--- src/rtl/perceptron_pkg.sv ---
// Shared types, defaults and saturating arithmetic for the perceptron trainer/evaluator pair.
package perceptron_pkg;

    typedef enum logic [1:0] {IDLE, EVAL, CHECK, UPDATE} state_t;

    localparam int N_IN_DEFAULT    = 8;
    localparam int W_WIDTH_DEFAULT = 8;
    localparam int T_WIDTH_DEFAULT = 16;
    localparam int THRESH_RESET    = 8;

    // Signed add clamped to the range of a signed 'width'-bit value (width <= 32).
    function automatic logic signed [31:0] sat_add(input logic signed [31:0] a,
                                                   input logic signed [31:0] b,
                                                   input int width);
        logic signed [32:0] sum;
        logic signed [32:0] hi;
        logic signed [32:0] lo;
        sum = {a[31], a} + {b[31], b};
        hi  = (33'sd1 <<< (width - 1)) - 33'sd1;
        lo  = -(33'sd1 <<< (width - 1));
        if (sum > hi) begin
            sum = hi;
        end else if (sum < lo) begin
            sum = lo;
        end
        return sum[31:0];
    endfunction

endpackage

--- src/rtl/perceptron_weight_file.sv ---
// Bank of N_IN signed weights with one index-addressed saturating read-modify-write port.
module perceptron_weight_file
    import perceptron_pkg::*;
#(
    parameter int N_IN    = N_IN_DEFAULT,
    parameter int W_WIDTH = W_WIDTH_DEFAULT,
    parameter int IDX_W   = 3
) (
    input  logic                        clk,
    input  logic                        reset,
    input  logic                        wr_en,
    input  logic [IDX_W-1:0]            idx,
    input  logic signed [W_WIDTH+1:0]   delta,
    output logic [N_IN*W_WIDTH-1:0]     weights_out
);

    localparam logic signed [W_WIDTH+1:0] W_MAX = (W_WIDTH + 2)'((1 << (W_WIDTH - 1)) - 1);
    localparam logic signed [W_WIDTH+1:0] W_MIN = ~W_MAX;

    logic signed [W_WIDTH-1:0] w [N_IN];
    logic signed [W_WIDTH+1:0] cur;
    logic signed [W_WIDTH+1:0] sum;
    logic signed [W_WIDTH+1:0] clamped;

    // Two guard bits keep weight + delta exact before clamping.
    always_comb begin
        cur     = {{2{w[idx][W_WIDTH-1]}}, w[idx]};
        sum     = cur + delta;
        clamped = sum;
        if (sum > W_MAX) begin
            clamped = W_MAX;
        end else if (sum < W_MIN) begin
            clamped = W_MIN;
        end
    end

    always_ff @(posedge clk or posedge reset) begin
        if (reset) begin
            for (int i = 0; i < N_IN; i++) begin
                w[i] <= '0;
            end
        end else if (wr_en) begin
            w[idx] <= clamped[W_WIDTH-1:0];
        end
    end

    always_comb begin
        weights_out = '0;
        for (int i = 0; i < N_IN; i++) begin
            weights_out[i*W_WIDTH +: W_WIDTH] = w[i];
        end
    end

endmodule

--- src/rtl/perceptron_trainer.sv ---
// Online perceptron training FSM: accepts labelled samples, waits for the evaluator result,
// then adjusts threshold and weights (one weight per cycle) on a misclassification.
module perceptron_trainer
    import perceptron_pkg::*;
#(
    parameter int N_IN       = N_IN_DEFAULT,
    parameter int W_WIDTH    = W_WIDTH_DEFAULT,
    parameter int T_WIDTH    = T_WIDTH_DEFAULT,
    parameter int LR         = 1,
    parameter int EVAL_LAT   = 1,
    parameter int CONV_COUNT = 16
) (
    input  logic                        clk,
    input  logic                        reset,
    input  logic                        sample_valid,
    output logic                        sample_ready,
    input  logic [N_IN-1:0]             sample_in,
    input  logic                        sample_exp,
    output logic [N_IN-1:0]             perc_in,
    input  logic                        result,
    output logic [N_IN*W_WIDTH-1:0]     weights_out,
    output logic signed [T_WIDTH-1:0]   thresh_out,
    output logic                        busy,
    output logic                        update_done,
    output logic                        mistake,
    output logic [15:0]                 mistake_cnt,
    output logic                        converged
);

    localparam int IDX_W = (N_IN > 1) ? $clog2(N_IN) : 1;
    localparam int CNT_W = (EVAL_LAT > 0) ? $clog2(EVAL_LAT + 1) : 1;
    localparam int STR_W = $clog2(CONV_COUNT + 1);
    localparam logic signed [31:0]        LR32 = 32'(LR);
    localparam logic signed [W_WIDTH+1:0] LR_W = (W_WIDTH + 2)'(LR);

    state_t                     state;
    state_t                     state_nxt;
    logic [CNT_W-1:0]           wait_cnt;
    logic [IDX_W-1:0]           idx;
    logic [STR_W-1:0]           streak;
    logic                       exp_q;
    logic signed [T_WIDTH-1:0]  thresh;
    logic signed [T_WIDTH-1:0]  thresh_nxt;
    logic signed [W_WIDTH+1:0]  delta;
    logic                       accept;
    logic                       err_nz;
    logic                       last_idx;
    logic                       wr_en;

    assign sample_ready = (state == IDLE) && !update_done;
    assign busy         = (state != IDLE);
    assign accept       = sample_valid && sample_ready;
    assign err_nz       = exp_q ^ result;
    assign last_idx     = (idx == IDX_W'(N_IN - 1));
    assign thresh_out   = thresh;

    // Once a mistake is known, err is +1 exactly when the sample was labelled 1.
    assign delta      = exp_q ? LR_W : -LR_W;
    assign thresh_nxt = T_WIDTH'(sat_add(32'(thresh), exp_q ? -LR32 : LR32, T_WIDTH));
    assign wr_en      = (state == UPDATE) && perc_in[idx];

    always_ff @(posedge clk or posedge reset) begin
        if (reset) begin
            state <= IDLE;
        end else begin
            state <= state_nxt;
        end
    end

    always_comb begin
        state_nxt = state;
        case (state)
            IDLE:    if (accept) state_nxt = EVAL;
            EVAL:    if (wait_cnt <= CNT_W'(1)) state_nxt = CHECK;
            CHECK:   state_nxt = err_nz ? UPDATE : IDLE;
            UPDATE:  if (last_idx) state_nxt = IDLE;
            default: state_nxt = IDLE;
        endcase
    end

    always_ff @(posedge clk or posedge reset) begin
        if (reset) begin
            perc_in     <= '0;
            exp_q       <= 1'b0;
            wait_cnt    <= '0;
            idx         <= '0;
            streak      <= '0;
            converged   <= 1'b0;
            mistake_cnt <= '0;
            thresh      <= T_WIDTH'(THRESH_RESET);
            update_done <= 1'b0;
            mistake     <= 1'b0;
        end else begin
            update_done <= 1'b0;
            case (state)
                IDLE: begin
                    if (accept) begin
                        perc_in  <= sample_in;
                        exp_q    <= sample_exp;
                        wait_cnt <= CNT_W'(EVAL_LAT);
                    end
                end
                EVAL: begin
                    if (wait_cnt != '0) wait_cnt <= wait_cnt - CNT_W'(1);
                end
                CHECK: begin
                    if (!err_nz) begin
                        if (streak != STR_W'(CONV_COUNT)) streak <= streak + STR_W'(1);
                        if (streak >= STR_W'(CONV_COUNT - 1)) converged <= 1'b1;
                        update_done <= 1'b1;
                        mistake     <= 1'b0;
                    end else begin
                        streak    <= '0;
                        converged <= 1'b0;
                        if (mistake_cnt != 16'hFFFF) mistake_cnt <= mistake_cnt + 16'd1;
                        thresh    <= thresh_nxt;
                        idx       <= '0;
                    end
                end
                UPDATE: begin
                    idx <= idx + IDX_W'(1);
                    if (last_idx) begin
                        update_done <= 1'b1;
                        mistake     <= 1'b1;
                    end
                end
                default: ;
            endcase
        end
    end

    perceptron_weight_file #(
        .N_IN    (N_IN),
        .W_WIDTH (W_WIDTH),
        .IDX_W   (IDX_W)
    ) u_weights (
        .clk         (clk),
        .reset       (reset),
        .wr_en       (wr_en),
        .idx         (idx),
        .delta       (delta),
        .weights_out (weights_out)
    );

endmodule

--- config.mk ---
export PLATFORM = sky130hd
export DESIGN_NAME = perceptron_trainer
export DESIGN_NICKNAME = d
export VERILOG_FILES = /design/src/rtl/perceptron_pkg.sv /design/src/rtl/perceptron_weight_file.sv /design/src/rtl/perceptron_trainer.sv
export SDC_FILE = /design/constraint.sdc
export NUM_CORES = 1
export LEC_CHECK = 0
export CORE_UTILIZATION = 53
export DETAILED_ROUTE_END_ITERATION = 10
export PLACE_DENSITY = 0.88
export SYNTH_ARGS = -nofsm -noshare
export SYNTH_HDL_FRONTEND = slang
export SYNTH_SLANG_ARGS = --single-unit
--- constraint.sdc ---
create_clock -name clk -period 6.1 [get_ports clk]
set_input_delay 0.61 -clock clk [delete_from_list [all_inputs] [get_ports clk]]
set_output_delay 0.61 -clock clk [all_outputs]
set_load 0.05 [all_outputs]
Word-level counts from Yosys, hierarchy flattened:

Cells that the tools add are included.
W data, S select, Z words.

* $add $sub $neg: 6
* bitwise logic cells: 2
* $lt $le $gt $ge: 9
* reductions and logical operators: 20
* muxes and demuxes: 34
* equality and inequality tests: 11

Operator list (number)
* $bwmux W64: 1
* $mux W8: 5
* $add A16 B32 Y33: 1
* $gt A33 B16 Y1 const B: 1
* $lt A33 B16 Y1 const B: 1
* $mux W16: 2
* $mux W32: 1
* $bmux W8 S3: 1
* $demux W8 S3: 1
* $add A16 B1 Y16 const B: 1
* $ne A16 B16 Y1 const B: 1
* $reduce_and A2 Y1: 6
* $add A8 B10 Y10: 1
* $gt A10 B8 Y1 const B: 1
* $lt A10 B8 Y1 const B: 1
* $mux W10: 1
* $mux W5: 2
* $ne A2 B2 Y1 const B: 5
* $reduce_bool A2 Y1: 5
* $mux W1: 9
* $reduce_and A3 Y1: 3
* $mux W2: 4
* $pmux W2 S4: 1
* $pmux W1 S2: 3
* other kinds (20): 24

* output and inout port bits: 109
* register bits: 119
* word-level logic and storage cells: 101

Longest topological paths before layout:

Gate-level depths: netlist of the first run.

* depth in word-level cells: 9
* depth in mapped cells: 16
* mapped depth without buffers: 15

By module:

Synthesis of the first run repeated with hierarchy kept, for this count alone.

* cell total of the unflattened synthesis: 735
* area total of the unflattened synthesis: 7482.2 um^2

By module, submodules not included
* perceptron_weight_file: area an instance 3955.0 um^2, times used 1, sequential area each 1601.5 um^2, cells each 382
* perceptron_trainer: area an instance 3527.1 um^2, times used 1, sequential area each 1352.5 um^2, cells each 353

Least setup slack after synthesis of the first run:

No wires, ideal clock.

* path kind: register to register
* from: register exp_q
* to: register thresh[10] (netlist: thresh_out[10])
* slack: 1880 ps
* setup time: 138 ps
* required time: 5962 ps
* clock period less this slack: 4220 ps
* cell stages (with the launch flop): 17
* arrival: 4082 ps
* cells stage by stage: dfrtp_1 -> inv_1 -> fa_1 -> nor2b_1 -> o31a_1 -> o21ai_0 -> a21boi_0 -> o21ai_0 -> a21oi_1 -> or2_2 -> fa_1 -> nor2_1 -> and3_1 -> nand2_1 -> o31ai_1 -> buf_2 -> o22ai_1

* longest elaborated chain between the ends: 5
* elaborated cells between the ends (all ways): 8
* classes of those cells: 1 x add/sub; 2 x order compare; 3 x mux; 1 x bitwise; 1 x reduce/logical

Ends and longest elaborated chain
* from (decl): RTL line perceptron_trainer.sv:41 `logic exp_q;`
* from (signal assigned): RTL line perceptron_trainer.sv:99 `exp_q <= sample_exp;`
* $mux W32: RTL line perceptron_trainer.sv:59 `assign thresh_nxt = T_WIDTH'(sat_add(32'(thresh), exp_q ? -LR32 : LR32, T_WIDTH));`
* $add A16 B32 Y33: RTL line perceptron_pkg.sv:18 `sum = {a[31], a} + {b[31], b};`
* $lt A33 B16 Y1: RTL line perceptron_pkg.sv:23 `end else if (sum < lo) begin`
* $mux W16: RTL line perceptron_pkg.sv:23
* $mux W16: RTL line perceptron_pkg.sv:21 `if (sum > hi) begin`
* to (signal assigned): RTL line perceptron_trainer.sv:90 `thresh <= T_WIDTH'(THRESH_RESET);`
* to (signal assigned): RTL line perceptron_trainer.sv:116 `thresh <= thresh_nxt;`
* to (decl): RTL line perceptron_trainer.sv:42 `logic signed [T_WIDTH-1:0] thresh;`

Parallel ways exist; a longest one is shown, timed or not.
A chain may end at the register's enable or synchronous reset.

Worst setup path after layout of the first run:

* from: register exp_q
* to: register thresh[8] (netlist: thresh_out[8])

Same word-level chain as after synthesis.

==> metrics.csv, run 1 <==
stage;metric;value;unit
synth;synth cell count leaders;117 x dfrtp_1, 80 x nand2_1, 57 x nor2_1;
worst_setup_path;Crit Path Max Fanout;18;
timing;hold_ws;0.493;ns
worst_setup_path;required time of the critical path;6.35;ns
timing;RSZ-0062 raised after global routing;no;
clock_network;post-CTS setup buffer count;0;
synth;synth top area cells;dfrtp_1 45%, mux2_2 6.5%, ha_1 5.3%;
floorplan;initial core utilization;54.6;%
worst_setup_path;critical path class;reg -> reg;
route;remaining antenna violation count;0;
timing;measured slew at the worst slew-check pin;1.28;ns
worst_setup_path;CP cell instances;buf_4 > ha_1 > nor2b_1 > o31a_1 > o21ai_0 > a21boi_0 > o21ai_0 > a21oi_1 > or2_2 > fa_1 > nand2_1 > or4_1 > nor3_1 > nor3_1 > o22ai_1;
placement;Routability Congestion;0.891;
synth;share of the synthesized area in the top cell type;44.7;%
final_layout;register area;2950;µm²
route;TritonRoute pass-1 iters;8;
placement;IO Port Bufs;121;
clock_network;CTS root buffer;clkbuf_16;
run_status;status;finished, final reports clean;
timing;Setup TNS Final;0;ns
floorplan;Die Wd;113;µm
timing;fmax;0.209;GHz
global_route;initial antenna violation count;0;
worst_setup_path;r2r setup slk;1.31;ns
clock_network;CTS buffer count;17;
worst_setup_path;crit path max-delay cell type;nor3_1;
final_layout;Area Overhead vs Synth;31.0;%
synth;Post-synth EDFFs;0;
timing;final setup vio count;0;
synth;Synth Flop Type;dfrtp_1;
clock_network;CTS Buffer Depth;2;
hold_path;Hold WC Path Type;reg -> reg;
timing;minimum clock period;4.79;ns
route;Via density;6.21;
synth;Syn. warnings;0;
final_layout;ANT cells;0;
clock_network;CTS resizes;0;
timing;Final Hold Viols;0;
route;average wire per standard cell;19.6;µm
timing;clock skew;0.00854;ns
floorplan;row cnt;40;
global_route;largest net degree at the start of global routing;76;
final_layout;Final #Nets;823;
floorplan;Die H;113;µm
timing;Rel. slew slack;13.8;%
hold_path;hold path endpoint;mistake_cnt[10]$_DFFE_PP0P_;
floorplan;die area;12800;µm²
worst_setup_path;worst stage delay on the critical path;1.05;ns
worst_setup_path;WP data arrival;5.04;ns
floorplan;IO Pins;122;
synth;Mean Syn Cell Area;10.0;µm²
clock_network;Max H-tree Level;4;
worst_setup_path;Critical Path Source Type;register;
synth;Mapped Area;6550;µm²
global_route;gr usage total;30.1;%
hold_path;WHS Path Cells;1;
synth;count leader, synth;dfrtp_1;
placement;Area after DPL;7900;µm²
clock_network;clk_lat worst skew;0.44;ns
worst_setup_path;worst r2r src;exp_q$_DFFE_PP0P_;
route;post-detailed-routing wire length;18400;µm
route;initial drt markers;506;
worst_setup_path;Reg2Reg Capture Point;thresh_out[8]$_DFFE_PP0P_;
floorplan;core box area;12000;µm²
clock_network;Clk pin slew, worst setup/hold paths;0.05;ns
job;max_cap viols;0;
global_route;total gr overflow;0;
clock_network;hold_buf cts;0;
final_layout;post-route design area;8580;µm²
final_layout;ratio of cells with drive above 1 in the final layout;12.9;%
route;DRC Markers;0;
worst_setup_path;endpoint class of the critical path;register;
synth;sequential element share of the synthesized area;45.1;%
timing;final period utilization;78.5;%
clock_network;CTS Sinks;118;
clock_network;CTS tree;yes;
global_route;first-pass GRT wire length;29600;µm
timing;Pins Over Slew Limit;0;
synth;cell count after synthesis;655;
worst_setup_path;worst r2r path cells;15;
synth;area leader, netlist;dfrtp_1;
final_layout;Multi-input gate area;3430;µm²
synth;Synth Register Bits;118;
synth;Synth cell types;60;
hold_path;critical hold path startpoint;mistake_cnt[10]$_DFFE_PP0P_;
final_layout;FILL cells;815;
route;vias;5827;
global_route;number of global-route vias before repair;5839;
placement;HPWL Detailed;12600;µm
synth;async set-or-reset flop fraction in the synthesized netlist;100;%
synth;Synthesized Nets;700;
[cell usage in the layout, fill, tap and decap left out, drive strengths merged, types with 3 or more instances in the layout]
| master | Yosys | layout |
|---|---|---|
| clkdlybuf4s50 | 0 | 121 |
| dfrtp | 117 | 117 |
| nand2 | 80 | 80 |
| o21ai | 64 | 64 |
| nor2 | 57 | 57 |
| a21oi | 40 | 40 |
| mux2 | 38 | 38 |
| ha | 28 | 28 |
| clkbuf | 19 | 20 |
| xor2 | 18 | 18 |
| inv | 18 | 18 |
| nand3 | 16 | 16 |
| nor3 | 13 | 13 |
| nor2b | 12 | 12 |
| xnor2 | 12 | 12 |
| o22ai | 12 | 12 |
| mux4 | 11 | 11 |
| nand4 | 8 | 8 |
| buf | 5 | 7 |
| mux2i | 7 | 7 |
| or2 | 6 | 6 |
| and3 | 6 | 6 |
| bufinv | 0 | 6 |
| a21o | 5 | 5 |
| or3 | 5 | 5 |
| clkinv | 0 | 5 |
| o211a | 4 | 4 |
| a31oi | 4 | 4 |
| o31ai | 4 | 4 |
| fa | 4 | 4 |
| and2 | 3 | 3 |
| nand2b | 3 | 3 |
| a32o | 3 | 3 |
| o221ai | 3 | 3 |
| a211oi | 3 | 3 |
[registers in the layout, indices dropped and copies added, names as in the netlist]
| register | cells |
|---|---|
| u_weights.weights_out | 64 |
| thresh_out | 16 |
| mistake_cnt | 16 |
| idx | 3 |
| mistake | 1 |
| state | 2 |
| perc_in | 8 |
| streak | 5 |
| exp_q | 1 |
| update_done | 1 |
| converged | 1 |
[critical path: cells and delay by family (launching register included)]
| kind | cells | cell delay, ns |
|---|---|---|
| AND/OR/NAND/NOR | 6 | 1.78 |
| AO/OA/AOI/OAI | 6 | 1.38 |
| adder cells (fa/ha/maj) | 2 | 0.77 |
| flip-flops | 1 | 0.38 |
| buffers and inverters | 1 | 0.28 |
[cell families after synthesis]
kind of cell / count (synthesis) / share of synthesized area (%)
XOR/XNOR: 30 / 4.01
buffers and inverters: 42 / 2.54
adder cells (fa/ha/maj): 32 / 6.57
AND/OR/NAND/NOR: 216 / 15.0
flip-flops: 118 / 45.1
multiplexers: 56 / 11.6
AO/OA/AOI/OAI: 161 / 15.2
[final cells by class]
cell class | count | share of cell area, %
multi-input cells | 495 | 40.0
flip-flops and latches | 118 | 34.4
repair buffers | 128 | 14.7
clock buffers | 20 | 5.32
clock inverters | 12 | 2.61
well taps | 147 | 2.14
inverters | 18 | 0.816
[routing by layer]
layer / vias up / routed length, µm / global-route usage (%)
met1: 2898 / 7330 / 36.6
met3: 52 / 1040 / 7.12
li1: 2612 / - / -
met2: 265 / 9520 / 51.4
met4: 0 / 509 / 12.8
met5: - / 0 / 0
[metrics by stage]
step	cells	setup WS (ns)	utilization [%]
floorplan	655	1.88	-
global placement	906	1.59	65.8
detailed placement	906	1.42	65.8
CTS	938	1.37	71.5
global route	938	0.928	71.5
finish	938	1.31	71.5
[how the worst max path moves through the flow]
stage | startpoint | end | slack [ns]
2_1_floorplan | exp_q$_DFFE_PP0P_ | thresh_out[10]$_DFFE_PP0P_ | 1.88
3_3_place_gp | exp_q$_DFFE_PP0P_ | thresh_out[8]$_DFFE_PP0P_ | 1.59
3_5_place_dp | exp_q$_DFFE_PP0P_ | thresh_out[8]$_DFFE_PP0P_ | 1.42
4_1_cts | exp_q$_DFFE_PP0P_ | thresh_out[8]$_DFFE_PP0P_ | 1.37
5_1_grt | exp_q$_DFFE_PP0P_ | thresh_out[8]$_DFFE_PP0P_ | 0.93
6_report | exp_q$_DFFE_PP0P_ | thresh_out[8]$_DFFE_PP0P_ | 1.31
Power of run 1 is left out: the tool's default activity adds up to more than one toggle a clock period on the data nets, which glitch-free logic cannot reach.
==> inputs of run 2 (changes only) <==
CORE_UTILIZATION = 48   (was 53)
PLACE_DENSITY = 0.84   (was 0.88)
clock period = 4.1 ns   (was 6.1 ns; I/O delays follow)
==> metrics.csv, run 2 (same netlist as run 1, synthesis figures left out) <==
stage;metric;value;unit;change
final_layout;commonest non-fill, non-tap cells in the layout;121 x clkdlybuf4s50_1, 115 x dfrtp_1, 80 x nand2_1;;
timing;clock skew;0.00808;ns;-0.000455 ns
global_route;number of global-route vias before repair;5741;;-1.7%
floorplan;core box area;13300;µm²;+11%
route;average wire per standard cell;18.2;µm;-7.3%
timing;final setup vio count;0;;unchanged
route;post-detailed-routing wire length;18000;µm;-2.4%
floorplan;row cnt;42;;+5.0%
route;remaining antenna violation count;0;;unchanged
global_route;gr usage total;26.5;%;-3.6 points
clock_network;CTS buffer count;17;;unchanged
timing;Pins Over Slew Limit;0;;unchanged
floorplan;Die H;119;µm;+5.0%
job;max_cap viols;0;;unchanged
timing;final period utilization;94.9;%;+16 points
floorplan;initial core utilization;49.3;%;-5.3 points
route;DRC Markers;0;;unchanged
worst_setup_path;worst r2r path cells;16;;+1
placement;Area after DPL;8110;µm²;+2.6%
worst_setup_path;CP Depth;16;;+1
route;Via density;5.84;;-6.0%
worst_setup_path;CP Capture Point;thresh_out[8]$_DFFE_PP0P_;;
worst_setup_path;worst r2r src;exp_q$_DFFE_PP0P_;;
clock_network;CTS root buffer;clkbuf_16;;
worst_setup_path;worst stage delay on the critical path;0.50;ns;-0.55 ns
route;initial drt markers;501;;-0.99%
global_route;total gr overflow;0;;unchanged
route;highest routed layer;met4;;
final_layout;Final #Nets;844;;+2.6%
final_layout;Area Overhead vs Synth;34.8;%;
final_layout;post-route design area;8830;µm²;+2.9%
timing;RSZ-0062 raised after global routing;yes;;
floorplan;IO Pins;122;;unchanged
clock_network;CTS tree;yes;;
hold_path;Hold WC Path Type;reg -> reg;;
clock_network;Max H-tree Level;4;;unchanged
route;TritonRoute pass-1 iters;5;;-3
floorplan;die area;14100;µm²;+10%
placement;Routability Congestion;0.879;;-1.3%
worst_setup_path;r2r setup slk;0.21;ns;-1.10 ns
final_layout;ANT cells;0;;unchanged
final_layout;FILL cells;976;;+20%
timing;Final Hold Viols;0;;unchanged
timing;Rel. slew slack;42.5;%;+29 points
worst_setup_path;Crit Path Max Fanout;9;;-9
worst_setup_path;Worst setup startpoint;exp_q$_DFFE_PP0P_;;
placement;IO Port Bufs;121;;unchanged
worst_setup_path;required time of the critical path;4.43;ns;-1.92 ns
clock_network;Clk pin slew, worst setup/hold paths;0.05;ns;about the same
clock_network;clk_lat worst skew;0.42;ns;-0.02 ns
floorplan;Die Wd;119;µm;+5.0%
timing;measured slew at the worst slew-check pin;0.863;ns;-0.421 ns
worst_setup_path;WP data arrival;4.22;ns;-0.82 ns
global_route;initial antenna violation count;0;;unchanged
final_layout;max reg flops;64;;unchanged
worst_setup_path;endpoint class of the critical path;register;;
clock_network;CTS Sinks;118;;unchanged
worst_setup_path;cell mode on critical path;buf_4;;
clock_network;CTS Buffer Depth;2;;unchanged
route;met1 WL;7570;µm;+3.3%
final_layout;most frequent standard cell in the layout excluding fill and tap cells;clkdlybuf4s50_1;;
worst_setup_path;Critical Path Source Type;register;;
route;vias;5770;;-0.98%
worst_setup_path;critical path class;reg -> reg;;
global_route;first-pass GRT wire length;29200;µm;-1.2%
worst_setup_path;CP cell instances;ha_1 > nor2b_1 > o31a_1 > o21ai_2 > a21boi_1 > o21ai_1 > a21oi_1 > or2_2 > fa_1 > nand2_1 > or4_1 > nor3_2 > buf_4 > nor3_1 > buf_4 > o22ai_1;;
run_status;status;finished, final reports clean;;
global_route;largest net degree at the start of global routing;68;;-11%
timing;minimum clock period;3.89;ns;-0.898 ns
worst_setup_path;delay-heaviest family, CP;simple AND/OR/NAND/NOR gates;;
worst_setup_path;WP buf/inv;2;;+1
route;DR WL met3;1170;µm;+13%
worst_setup_path;Reg2Reg Capture Point;thresh_out[8]$_DFFE_PP0P_;;
worst_setup_path;crit path max-delay cell type;fa_1;;
final_layout;ratio of cells with drive above 1 in the final layout;16.9;%;+4.0 points
route;met2 routed WL;8680;µm;-8.8%
placement;HPWL Detailed;12300;µm;-2.2%
timing;fmax;0.257;GHz;+23%
## run 2: cell types whose count changed in the layout (fill, tap and decap cells not counted), moves of 2 or more
cell,before,now
ha_2,0,3
o21ai_0,56,50
buf_4,7,27
clkbuf_8,2,4
a21oi_2,3,6
dfrtp_1,117,115
ha_1,28,25
dfrtp_2,0,2
o21ai_1,7,12
a21oi_1,37,34
## run 2: final cells by class
type,instances,area [µm²],area share (%)
Clock buffer,21,480,5.44
Multi-Input combinational cell,495,3470,39.4
Clock inverter,11,194,2.20
Tap cell,176,220,2.49
Timing Repair Buffer,149,1430,16.2
Inverter,18,70.1,0.794
Sequential cell,118,2960,33.5
## run 2: per-stage QoR
stage	setup WS (ns)	hold slack (ns)	std cells	util, %	TNS, ns
final	0.208	0.487	988	66.4	0
after global routing	-0.0185	0.525	988	66.4	-0.0503
after CTS	0.0356	0.491	988	66.1	0
after detailed placement	0.0929	0.481	956	61.0	0
after global placement	0.224	0.472	956	61.0	0
after floorplan	0.00715	0.472	655	-	0
## run 2: worst register-to-register path, delay by kind of cell, from the launching register on
family	cells	cell delay, ns
adder cells (fa/ha/maj)	2	0.84
AND/OR/NAND/NOR	6	1.11
flip-flops	1	0.46
AO/OA/AOI/OAI	6	1.07
buffers and inverters	2	0.35
## run 2: what timing repair did
action                                  4_1_cts  5_1_grt
endpoints found under the hold margin         0        0
resized for setup                             1       17
pin swaps                                     0        3
buffers inserted                              0        0
hold buffers                                  0        0
endpoints found under the setup margin        1       62
## run 2: layer usage
metal | track usage, % | vias to the layer above
li1 | - | 2661
met3 | 6.47 | 42
met5 | 0 | -
met2 | 41.8 | 234
met4 | 12.8 | 0
met1 | 34.2 | 2833
## run 2: worst min path at each step
stage	start	end	slack (ns)	cells after the start
6_report	mistake_cnt[10]$_DFFE_PP0P_	mistake_cnt[10]$_DFFE_PP0P_	0.49	1
5_1_grt	mistake_cnt[10]$_DFFE_PP0P_	mistake_cnt[10]$_DFFE_PP0P_	0.52	1
4_1_cts	mistake_cnt[10]$_DFFE_PP0P_	mistake_cnt[10]$_DFFE_PP0P_	0.49	1
3_5_place_dp	mistake_cnt[10]$_DFFE_PP0P_	mistake_cnt[10]$_DFFE_PP0P_	0.48	1
3_3_place_gp	mistake_cnt[10]$_DFFE_PP0P_	mistake_cnt[10]$_DFFE_PP0P_	0.47	1
2_1_floorplan	streak[4]$_DFFE_PP0P_	streak[4]$_DFFE_PP0P_	0.47	2
Power of run 2 is left out for the same reason.
